[config.mk]
export PLATFORM = sky130hd
export DESIGN_NAME = pipeline_controller
export DESIGN_NICKNAME = d
export VERILOG_FILES = /design/src/rtl/pipeline_controller.sv
export SDC_FILE = /design/constraint.sdc
export NUM_CORES = 1
export LEC_CHECK = 0
export ABC_CLOCK_PERIOD_IN_PS = 4100
export BUFFER_PORTS_ARGS = -buffer_cell sky130_fd_sc_hd__buf_2
export CAP_MARGIN = 20
export CORE_MARGIN = 4
export CORE_UTILIZATION = 51
export DETAILED_ROUTE_END_ITERATION = 7
export PLACE_DENSITY = 0.95
export SYNTH_ARGS = -nofsm -noshare
export SYNTH_HDL_FRONTEND = slang
export SYNTH_SLANG_ARGS = --single-unit
[constraint.sdc]
create_clock -name clk -period 4.1 [get_ports clk]
set_input_delay 0 -clock clk [delete_from_list [all_inputs] [get_ports clk]]
set_output_delay 0 -clock clk [all_outputs]
set_load 0.1 [all_outputs]
[src/rtl/pipeline_controller.sv]
// ID-stage decode, EXE/MEM destination tracking, forwarding selects, load-use stall and
// control-transfer flush for the 5-stage MIPS pipeline. Define CTRL_DEBUG_EN for the debug step FSM.
module pipeline_controller #(
    parameter int REG_ADDR_W = 5,
    parameter int STEP_CNT_W = 8,
    parameter int FWD_SRCS   = 2
) (
    input  logic                              clk,
    input  logic                              rst,
    input  logic [31:0]                       inst,
    input  logic                              branch_eq,
`ifdef CTRL_DEBUG_EN
    input  logic                              debug_en,
    input  logic                              debug_step,
    input  logic [STEP_CNT_W-1:0]             debug_nsteps,
    output logic                              debug_busy,
`endif
    output logic [2:0]                        pc_src,
    output logic                              imm_ext,
    output logic [1:0]                        exe_a_src,
    output logic [1:0]                        exe_b_src,
    output logic [3:0]                        exe_alu_oper,
    output logic                              mem_ren,
    output logic                              mem_wen,
    output logic [1:0]                        wb_addr_src,
    output logic                              wb_data_src,
    output logic                              wb_wen,
    output logic                              unrecognized,
    output logic [$clog2(FWD_SRCS+1)-1:0]     fwd_a,
    output logic [$clog2(FWD_SRCS+1)-1:0]     fwd_b,
    output logic                              if_en,
    output logic                              id_en,
    output logic                              id_flush,
    output logic                              exe_bubble,
    output logic                              cpu_rst,
    output logic                              cpu_en
);
    localparam int FWD_W = $clog2(FWD_SRCS + 1);
    localparam logic [FWD_W-1:0] FWD_REG = FWD_W'(0);
    localparam logic [FWD_W-1:0] FWD_EXE = FWD_W'(1);
    localparam logic [FWD_W-1:0] FWD_MEM = FWD_W'(2);

    localparam logic [5:0] OP_RTYPE = 6'h00, OP_J = 6'h02, OP_JAL = 6'h03, OP_BEQ = 6'h04;
    localparam logic [5:0] OP_ADDI = 6'h08, OP_ANDI = 6'h0C, OP_ORI = 6'h0D;
    localparam logic [5:0] OP_LW = 6'h23, OP_SW = 6'h2B;
    localparam logic [5:0] FN_JR = 6'h08, FN_ADD = 6'h20, FN_SUB = 6'h22;
    localparam logic [5:0] FN_AND = 6'h24, FN_OR = 6'h25, FN_SLT = 6'h2A;

    localparam logic [2:0] PC_NEXT = 3'd0, PC_JUMP = 3'd1, PC_JR = 3'd2, PC_BRANCH = 3'd3;
    localparam logic [3:0] ALU_ADD = 4'd0, ALU_SUB = 4'd1, ALU_AND = 4'd2, ALU_OR = 4'd3, ALU_SLT = 4'd4;
    localparam logic [1:0] SRC_RS = 2'd0, SRC_RT = 2'd0, SRC_IMM = 2'd1, SRC_LINK_A = 2'd1, SRC_LINK_B = 2'd2;
    localparam logic [1:0] WB_RD = 2'd0, WB_RT = 2'd1, WB_LINK = 2'd2;

    typedef struct packed {
        logic [REG_ADDR_W-1:0] dest;
        logic                  wen;
        logic                  is_load;
    } trk_t;

    logic [5:0]            opcode, funct;
    logic [REG_ADDR_W-1:0] rs, rt, rd, id_dest;
    logic [2:0]            dec_pc_src;
    logic                  reads_rt, xfer, stall;
    logic                  unused_shamt;
    trk_t                  trk_p0, trk_p1, trk_p2;

    assign opcode       = inst[31:26];
    assign funct        = inst[5:0];
    assign rs           = inst[21 +: REG_ADDR_W];
    assign rt           = inst[16 +: REG_ADDR_W];
    assign rd           = inst[11 +: REG_ADDR_W];
    assign unused_shamt = ^inst[10:6];

    function automatic logic [FWD_W-1:0] fwd_sel(input logic [REG_ADDR_W-1:0] src,
                                                 input trk_t exe, input trk_t mem);
        if (src != '0 && exe.wen && !exe.is_load && exe.dest == src) return FWD_EXE;
        if (src != '0 && mem.wen && mem.dest == src)                  return FWD_MEM;
        return FWD_REG;
    endfunction

    always_comb begin
        dec_pc_src   = PC_NEXT;
        imm_ext      = 1'b0;
        exe_a_src    = SRC_RS;
        exe_b_src    = SRC_RT;
        exe_alu_oper = ALU_ADD;
        mem_ren      = 1'b0;
        mem_wen      = 1'b0;
        wb_addr_src  = WB_RD;
        wb_data_src  = 1'b0;
        wb_wen       = 1'b0;
        unrecognized = 1'b0;
        reads_rt     = 1'b0;
        xfer         = 1'b0;
        case (opcode)
            OP_RTYPE: begin
                case (funct)
                    FN_JR:  begin dec_pc_src = PC_JR; xfer = 1'b1; end
                    FN_ADD: begin wb_wen = 1'b1; reads_rt = 1'b1; end
                    FN_SUB: begin exe_alu_oper = ALU_SUB; wb_wen = 1'b1; reads_rt = 1'b1; end
                    FN_AND: begin exe_alu_oper = ALU_AND; wb_wen = 1'b1; reads_rt = 1'b1; end
                    FN_OR:  begin exe_alu_oper = ALU_OR;  wb_wen = 1'b1; reads_rt = 1'b1; end
                    FN_SLT: begin exe_alu_oper = ALU_SLT; wb_wen = 1'b1; reads_rt = 1'b1; end
                    default: unrecognized = 1'b1;
                endcase
            end
            OP_J:   begin dec_pc_src = PC_JUMP; xfer = 1'b1; end
            OP_JAL: begin
                dec_pc_src  = PC_JUMP;
                xfer        = 1'b1;
                exe_a_src   = SRC_LINK_A;
                exe_b_src   = SRC_LINK_B;
                wb_addr_src = WB_LINK;
                wb_wen      = 1'b1;
            end
            OP_BEQ: begin
                // Branch resolved in ID: only a taken branch redirects and flushes.
                imm_ext      = 1'b1;
                exe_alu_oper = ALU_SUB;
                reads_rt     = 1'b1;
                xfer         = branch_eq;
                dec_pc_src   = branch_eq ? PC_BRANCH : PC_NEXT;
            end
            OP_ADDI: begin imm_ext = 1'b1; exe_b_src = SRC_IMM; wb_addr_src = WB_RT; wb_wen = 1'b1; end
            OP_ANDI: begin exe_b_src = SRC_IMM; exe_alu_oper = ALU_AND; wb_addr_src = WB_RT; wb_wen = 1'b1; end
            OP_ORI:  begin exe_b_src = SRC_IMM; exe_alu_oper = ALU_OR;  wb_addr_src = WB_RT; wb_wen = 1'b1; end
            OP_LW: begin
                imm_ext     = 1'b1;
                exe_b_src   = SRC_IMM;
                mem_ren     = 1'b1;
                wb_addr_src = WB_RT;
                wb_data_src = 1'b1;
                wb_wen      = 1'b1;
            end
            OP_SW:   begin imm_ext = 1'b1; exe_b_src = SRC_IMM; mem_wen = 1'b1; reads_rt = 1'b1; end
            default: unrecognized = 1'b1;
        endcase
    end

    always_comb begin
        case (wb_addr_src)
            WB_RT:   id_dest = rt;
            WB_LINK: id_dest = '1;
            default: id_dest = rd;
        endcase
    end

    assign stall      = trk_p1.is_load && (trk_p1.dest != '0) &&
                        ((trk_p1.dest == rs) || (trk_p1.dest == rt && reads_rt));
    assign pc_src     = stall ? PC_NEXT : dec_pc_src;
    assign id_flush   = xfer && !stall;
    assign if_en      = !stall;
    assign id_en      = !stall;
    assign exe_bubble = stall;
    assign fwd_a      = fwd_sel(rs, trk_p1, trk_p2);
    assign fwd_b      = fwd_sel(rt, trk_p1, trk_p2);

    // p0 -> p1 (EXE) -> p2 (MEM); a stalled slot enters EXE as a non-writing bubble
    assign trk_p0 = '{dest: id_dest, wen: wb_wen & ~stall, is_load: mem_ren & ~stall};

    always_ff @(posedge clk or posedge rst) begin
        if (rst) begin
            trk_p1 <= '0;
            trk_p2 <= '0;
        end else if (cpu_en) begin
            trk_p1 <= trk_p0;
            trk_p2 <= trk_p1;
        end
    end

    always_ff @(posedge clk or posedge rst) begin
        if (rst) cpu_rst <= 1'b1;
        else     cpu_rst <= 1'b0;
    end

`ifdef CTRL_DEBUG_EN
    typedef enum logic [1:0] {RUN, HALT, STEP} dbg_state_t;

    dbg_state_t            state, state_next;
    logic [STEP_CNT_W-1:0] cnt, cnt_next;
    logic                  step_prev, run_en;

    always_ff @(posedge clk or posedge rst) begin
        if (rst) begin
            state     <= RUN;
            cnt       <= '0;
            step_prev <= 1'b0;
        end else begin
            state     <= state_next;
            cnt       <= cnt_next;
            step_prev <= debug_step;
        end
    end

    always_comb begin
        state_next = state;
        cnt_next   = cnt;
        run_en     = 1'b0;
        case (state)
            RUN: begin
                run_en = 1'b1;
                if (debug_en) state_next = HALT;
            end
            HALT: begin
                if (!debug_en) begin
                    state_next = RUN;
                end else if (debug_step && !step_prev) begin
                    cnt_next   = (debug_nsteps == '0) ? STEP_CNT_W'(1) : debug_nsteps;
                    state_next = STEP;
                end
            end
            STEP: begin
                run_en   = 1'b1;
                cnt_next = cnt - STEP_CNT_W'(1);
                if (!debug_en)                   state_next = RUN;
                else if (cnt == STEP_CNT_W'(1))  state_next = HALT;
            end
            default: state_next = RUN;
        endcase
    end

    assign debug_busy = (state == STEP);
    assign cpu_en     = run_en && !cpu_rst;
`else
    localparam int unused_step_cnt_w = STEP_CNT_W;

    assign cpu_en = !cpu_rst;
`endif
endmodule

## Yosys cells after proc, flatten, opt, wreduce, memory -nomap -nowiden

Index checks and enable logic that the tools add are counted.

- Output and inout bits: 29
- Input bits: 35
- Register bits: 14

- Eq/ne operators: 20
- Reductions and logical operators: 31
- Bitwise gates (word level): 3
- Multiplexer cells: 34

Operator list:

| operator | count |
|---|---|
| $eq A6 B6 Y1 const B | 7 |
| $eq A6 B4 Y1 const B | 4 |
| $pmux W3 S4 | 2 |
| $eq A5 B5 Y1 | 4 |
| $mux W2 | 10 |
| $reduce_bool A5 Y1 | 3 |
| $reduce_or A5 Y1 | 3 |
| $logic_and A1 B1 Y1 | 14 |
| $mux W1 | 13 |
| $eq A6 B2 Y1 const B | 2 |
| $pmux W5 S2 | 1 |
| $pmux W2 S2 | 2 |
| $reduce_or A4 Y1 | 2 |
| $reduce_or A8 Y1 | 1 |
| $eq A6 B3 Y1 const B | 1 |
| $logic_not A6 Y1 | 1 |
| $pmux W1 S2 | 3 |
| $pmux W2 S3 | 1 |
| $reduce_or A6 Y1 | 1 |
| $reduce_or A2 Y1 | 2 |
| $logic_not A1 Y1 | 3 |
| $mux W3 | 1 |
| $pmux W1 S3 | 1 |
| $and A1 B1 Y1 | 2 |
| other kinds (4) | 4 |

## Depth between registers and ports, before layout

- Word-level depth: 9
- Gate-level depth with buffers: 11
- Depth with buffers taken out: 10

## Worst setup path before layout

No wires, ideal clock.

- Path type: register to output
- From: register trk_p1[2] (netlist bit)
- To: output fwd_b[1]
- Arrival: 3.732 ns
- Required time: 4.100 ns
- Path slack: 0.368 ns
- Cell stages (with the launch flop): 6
- Path through: dfrtp_1 xor2_1 nor3_1 nand3_1 nor2_1 nor4_1

- Longest elaborated chain between the ends: 4

RTL lines:

| what | RTL line | RTL |
|---|---|---|
| start, declared | 65 | `trk_t trk_p0, trk_p1, trk_p2;` |
| start signal, assigned | 166 | `trk_p1 <= trk_p0;` |
| $eq A5 B5 Y1 | 76 | `if (src != '0 && exe.wen && !exe.is_load && exe.dest == src) return FWD_EXE;` |
| $logic_and A1 B1 Y1 | 76 |  |
| $mux W1 | 76 |  |
| $mux W2 | 77 | `if (src != '0 && mem.wen && mem.dest == src) return FWD_MEM;` |
| end, declared | 30 | `output logic [$clog2(FWD_SRCS+1)-1:0] fwd_b,` |

Every way passes these cells.

## Worst setup path after layout

- From: register trk_p1[4] (netlist bit)
- To: output id_flush

- Longest elaborated chain between the ends: 6
- Elaborated cells between the ends (all ways): 9

RTL lines:

| what | RTL line | RTL |
|---|---|---|
| $eq A5 B5 Y1 | 149 | `((trk_p1.dest == rs) \|\| (trk_p1.dest == rt && reads_rt));` |
| $logic_and A1 B1 Y1 | 149 |  |
| $logic_or A1 B1 Y1 | 149 |  |
| $logic_and A1 B1 Y1 (*) | 148 | `assign stall = trk_p1.is_load && (trk_p1.dest != '0) &&` |
| $logic_not A1 Y1 (*) | 151 | `assign id_flush = xfer && !stall;` |
| $logic_and A1 B1 Y1 (*) | 151 |  |
| end, declared | 33 | `output logic id_flush,` |

Mark *: on every way between the ends. The rest lies on a longest branch, timed or not.

==> results.cfg <==
[synth]
synth.area.top_cells = dfrtp_1, xnor2_1, a21oi_1, mux2_2, nor2_1
ys.flop_type = dfrtp_1
ys_seq_area_share_pct = 25.20
yosys_warnings = 0
synth_top_area_share_pct = 23.32
synth_area_um2 = 1395
yosysTopAreaCell = dfrtp_1
synth_common_cells = nor2_1, a21oi_1, xnor2_1
ys_ff_latch = 14
ys_async_sr_fraction_pct = 100.0
avgSynthCellArea_um2 = 7.750
synth.most_common_cell = nor2_1
synth_cells = 180
synth_edf_count = 0
synth_cell_types = 42

[pwr]
switching_share_pct = 39.62
p_seq_share_pct = 39.7
power.density_nw_per_um2 = 258.3
switching_power_uw = 173.9
power.internal_uw = 265.1
power_frac_comb_pct = 36.5
leakagePower_nw = 0.8006
ir_worst_vdd_mv = 0.2637
pwr-share-clk_pct = 23.8

[placed_design]
dpl.hpwl_um = 2845
pre_cts_slack_ps = 2168
place_congestion = 0.8626
port_buffers = 55

[cts]
cts_resized = 0
postCtsSetupRepairBufs = 0
cts_hold_buf = 3
cts_sinks = 14
clockRootBuffer = clkbuf_4
path_clk_slew_ps = 100
cts_tree = built
clock_path_buffers = 2
cts_made_buffers = 3
htree_levels = 1
clk_latency_ps = 290

[worst_setup_path]
crit_path_top_delay_cell = or4_1
setup.worst_path.class = reg -> out
crit_path_end_kind = output pin
r2r_cells = 4
worstPathCellList = or4_1 > o21a_1 > a22oi_1 > buf_2
crit_fanout = 6
rr_endpoint = trk_p1[0]
path_buf_inv = 1
timing.rr.start = trk_p1[4]
max_stage_delay_ps = 550
worstSetupStartpointType = flop
critPathTopFamily = simple AND/OR/NAND/NOR gates
cp_data_arrival_time_ps = 2280
cp_data_required_time_ps = 4100
r2r_slack_ps = 2420

[sta]
fmax_mhz = 437.8
hold_viol_final = 0
clock_skew_ps = 4.954
rsz0062_at_grt = no
fin_crit_sh_pct = 55.71
report.final.slew_viol_count = 0
finalSetupViolCount = 0
finalWorstSetupSlack_ps = 1816
worst_pin_slew_ps = 560.7
slew_headroom_pct = 62.58
period_minus_slack_ps = 2284
finalSetupTns_ps = 0

[worst_hold_path]
hp-class = in -> reg
hp-start = inst[14]
hold_depth = 3
min_to = trk_p1[5]

[routing]
wl_um = 3600
drc = 0
vias = 1480
wl_per_cell_um = 13.79
antenna_left = 0
vias_per_cell = 5.670
drtIter0Drc = 52
first_pass_iters = 4

[global_routing]
grt-ovfl-total = 0
grt_antenna_before_repair = 0
grt_usage_pct = 20.51
grt_pass1_wl_um = 5706
grt_pass1_vias = 1322
grt_max_degree = 19

[die]
start_util_pct = 54.82
core_um2 = 2545
die_area_um2 = 3636
die_h_um = 60.30
die-width_um = 60.30
io_pins = 64
rows = 18

[job]
cap_violations = 0

[cells_and_area]
nNetsFinal = 269
syn_to_final_growth_pct = 21.79
diodes = 0
fin_util_pct = 66.77
drive_gt1_share_pct = 30.30

[outcome]
outcome = completed
-- registers in the layout (all words and copies together) (netlist names) --
register,flops
cpu_rst,1
trk_p1,7
trk_p2,6
-- logic make-up (layout without fill, tap and decap cells) --
family / after synthesis / after routing / synth area share, %
muxes: 9 / 9 / 6.995
xor gates and xnor gates: 20 / 20 / 12.56
AOI/OAI and AO/OA: 38 / 38 / 16.95
buffers and inverters: 22 / 70 / 8.341
adders and majority gates: 2 / 2 / 1.793
other: 1 / 4 / 0.2688
and+or+nand+nor: 74 / 74 / 27.89
DFF: 14 / 14 / 25.20
-- final cells by class --
cell class | count | area (um^2)
Clock buffer | 4 | 36.28
Sequential cell | 14 | 351.6
Inverter | 8 | 30.03
Multi-Input combinational cell | 147 | 938.4
Fill cell | 221 | 845.8
Timing Repair Buffer | 58 | 305.3
Tap cell | 30 | 37.54
-- power groups by stage --
stage	logic (mW)	registers [mW]	clock network, mW
floorplan	0.123	0.172	0
global placement	0.153	0.175	0
detailed placement	0.157	0.176	0
CTS	0.160	0.174	0.107
global route	0.173	0.176	0.113
finish	0.160	0.174	0.104
-- worst reg2reg max path: cells and delay by family (launching register included) --
kind	cells	cell delay, ps
DFF	1	460
and+or+nand+nor	2	750
AOI/OAI and AO/OA	2	410
-- worst max-delay path by stage --
stage	startpoint	to	slack [ps]	depth (start not counted)
6_report	trk_p1[4]	id_flush	1820	4
5_1_grt	trk_p1[4]	id_flush	1740	4
4_1_cts	trk_p1[4]	id_flush	1840	4
3_5_place_dp	trk_p1[4]	id_flush	2170	4
3_3_place_gp	trk_p1[4]	id_flush	2190	4
2_1_floorplan	trk_p1[2]	fwd_b[1]	370	5
-- layer usage --
metal / GRT usage (%) / part of all wire (%)
met5: 0 / 0
met2: 34.26 / 48
met4: 6.646 / 0.58
met1: 27.37 / 44
met3: 2.592 / 7.6
-- layout by cell type (no fill, tap or decap), types with 5 or more instances in the layout --
cell type  netlist  layout
nor2b_1          5       5
nand3_1          9       9
nand2_1         12      12
buf_2            3      55
nor3_1           7       7
dfrtp_1         13      13
a21oi_1         16      16
nor2_1          17      17
mux2_2           6       6
xor2_1           6       6
xnor2_1         14      14
o21ai_0          8       8
inv_1            7       7
-- through the flow --
stage	std cells	hold WS [ps]	cell area, um^2	power [mW]
global placement	254	58.02	1633	0.3282
global route	261	34.82	1699	0.4618
finish	261	9.525	1699	0.4390
floorplan	183	-111.5	1406	0.2957
CTS	261	2.039	1699	0.4401
detailed placement	254	81.92	1633	0.3337
Note: power is estimated with default switching activity, not from simulation.
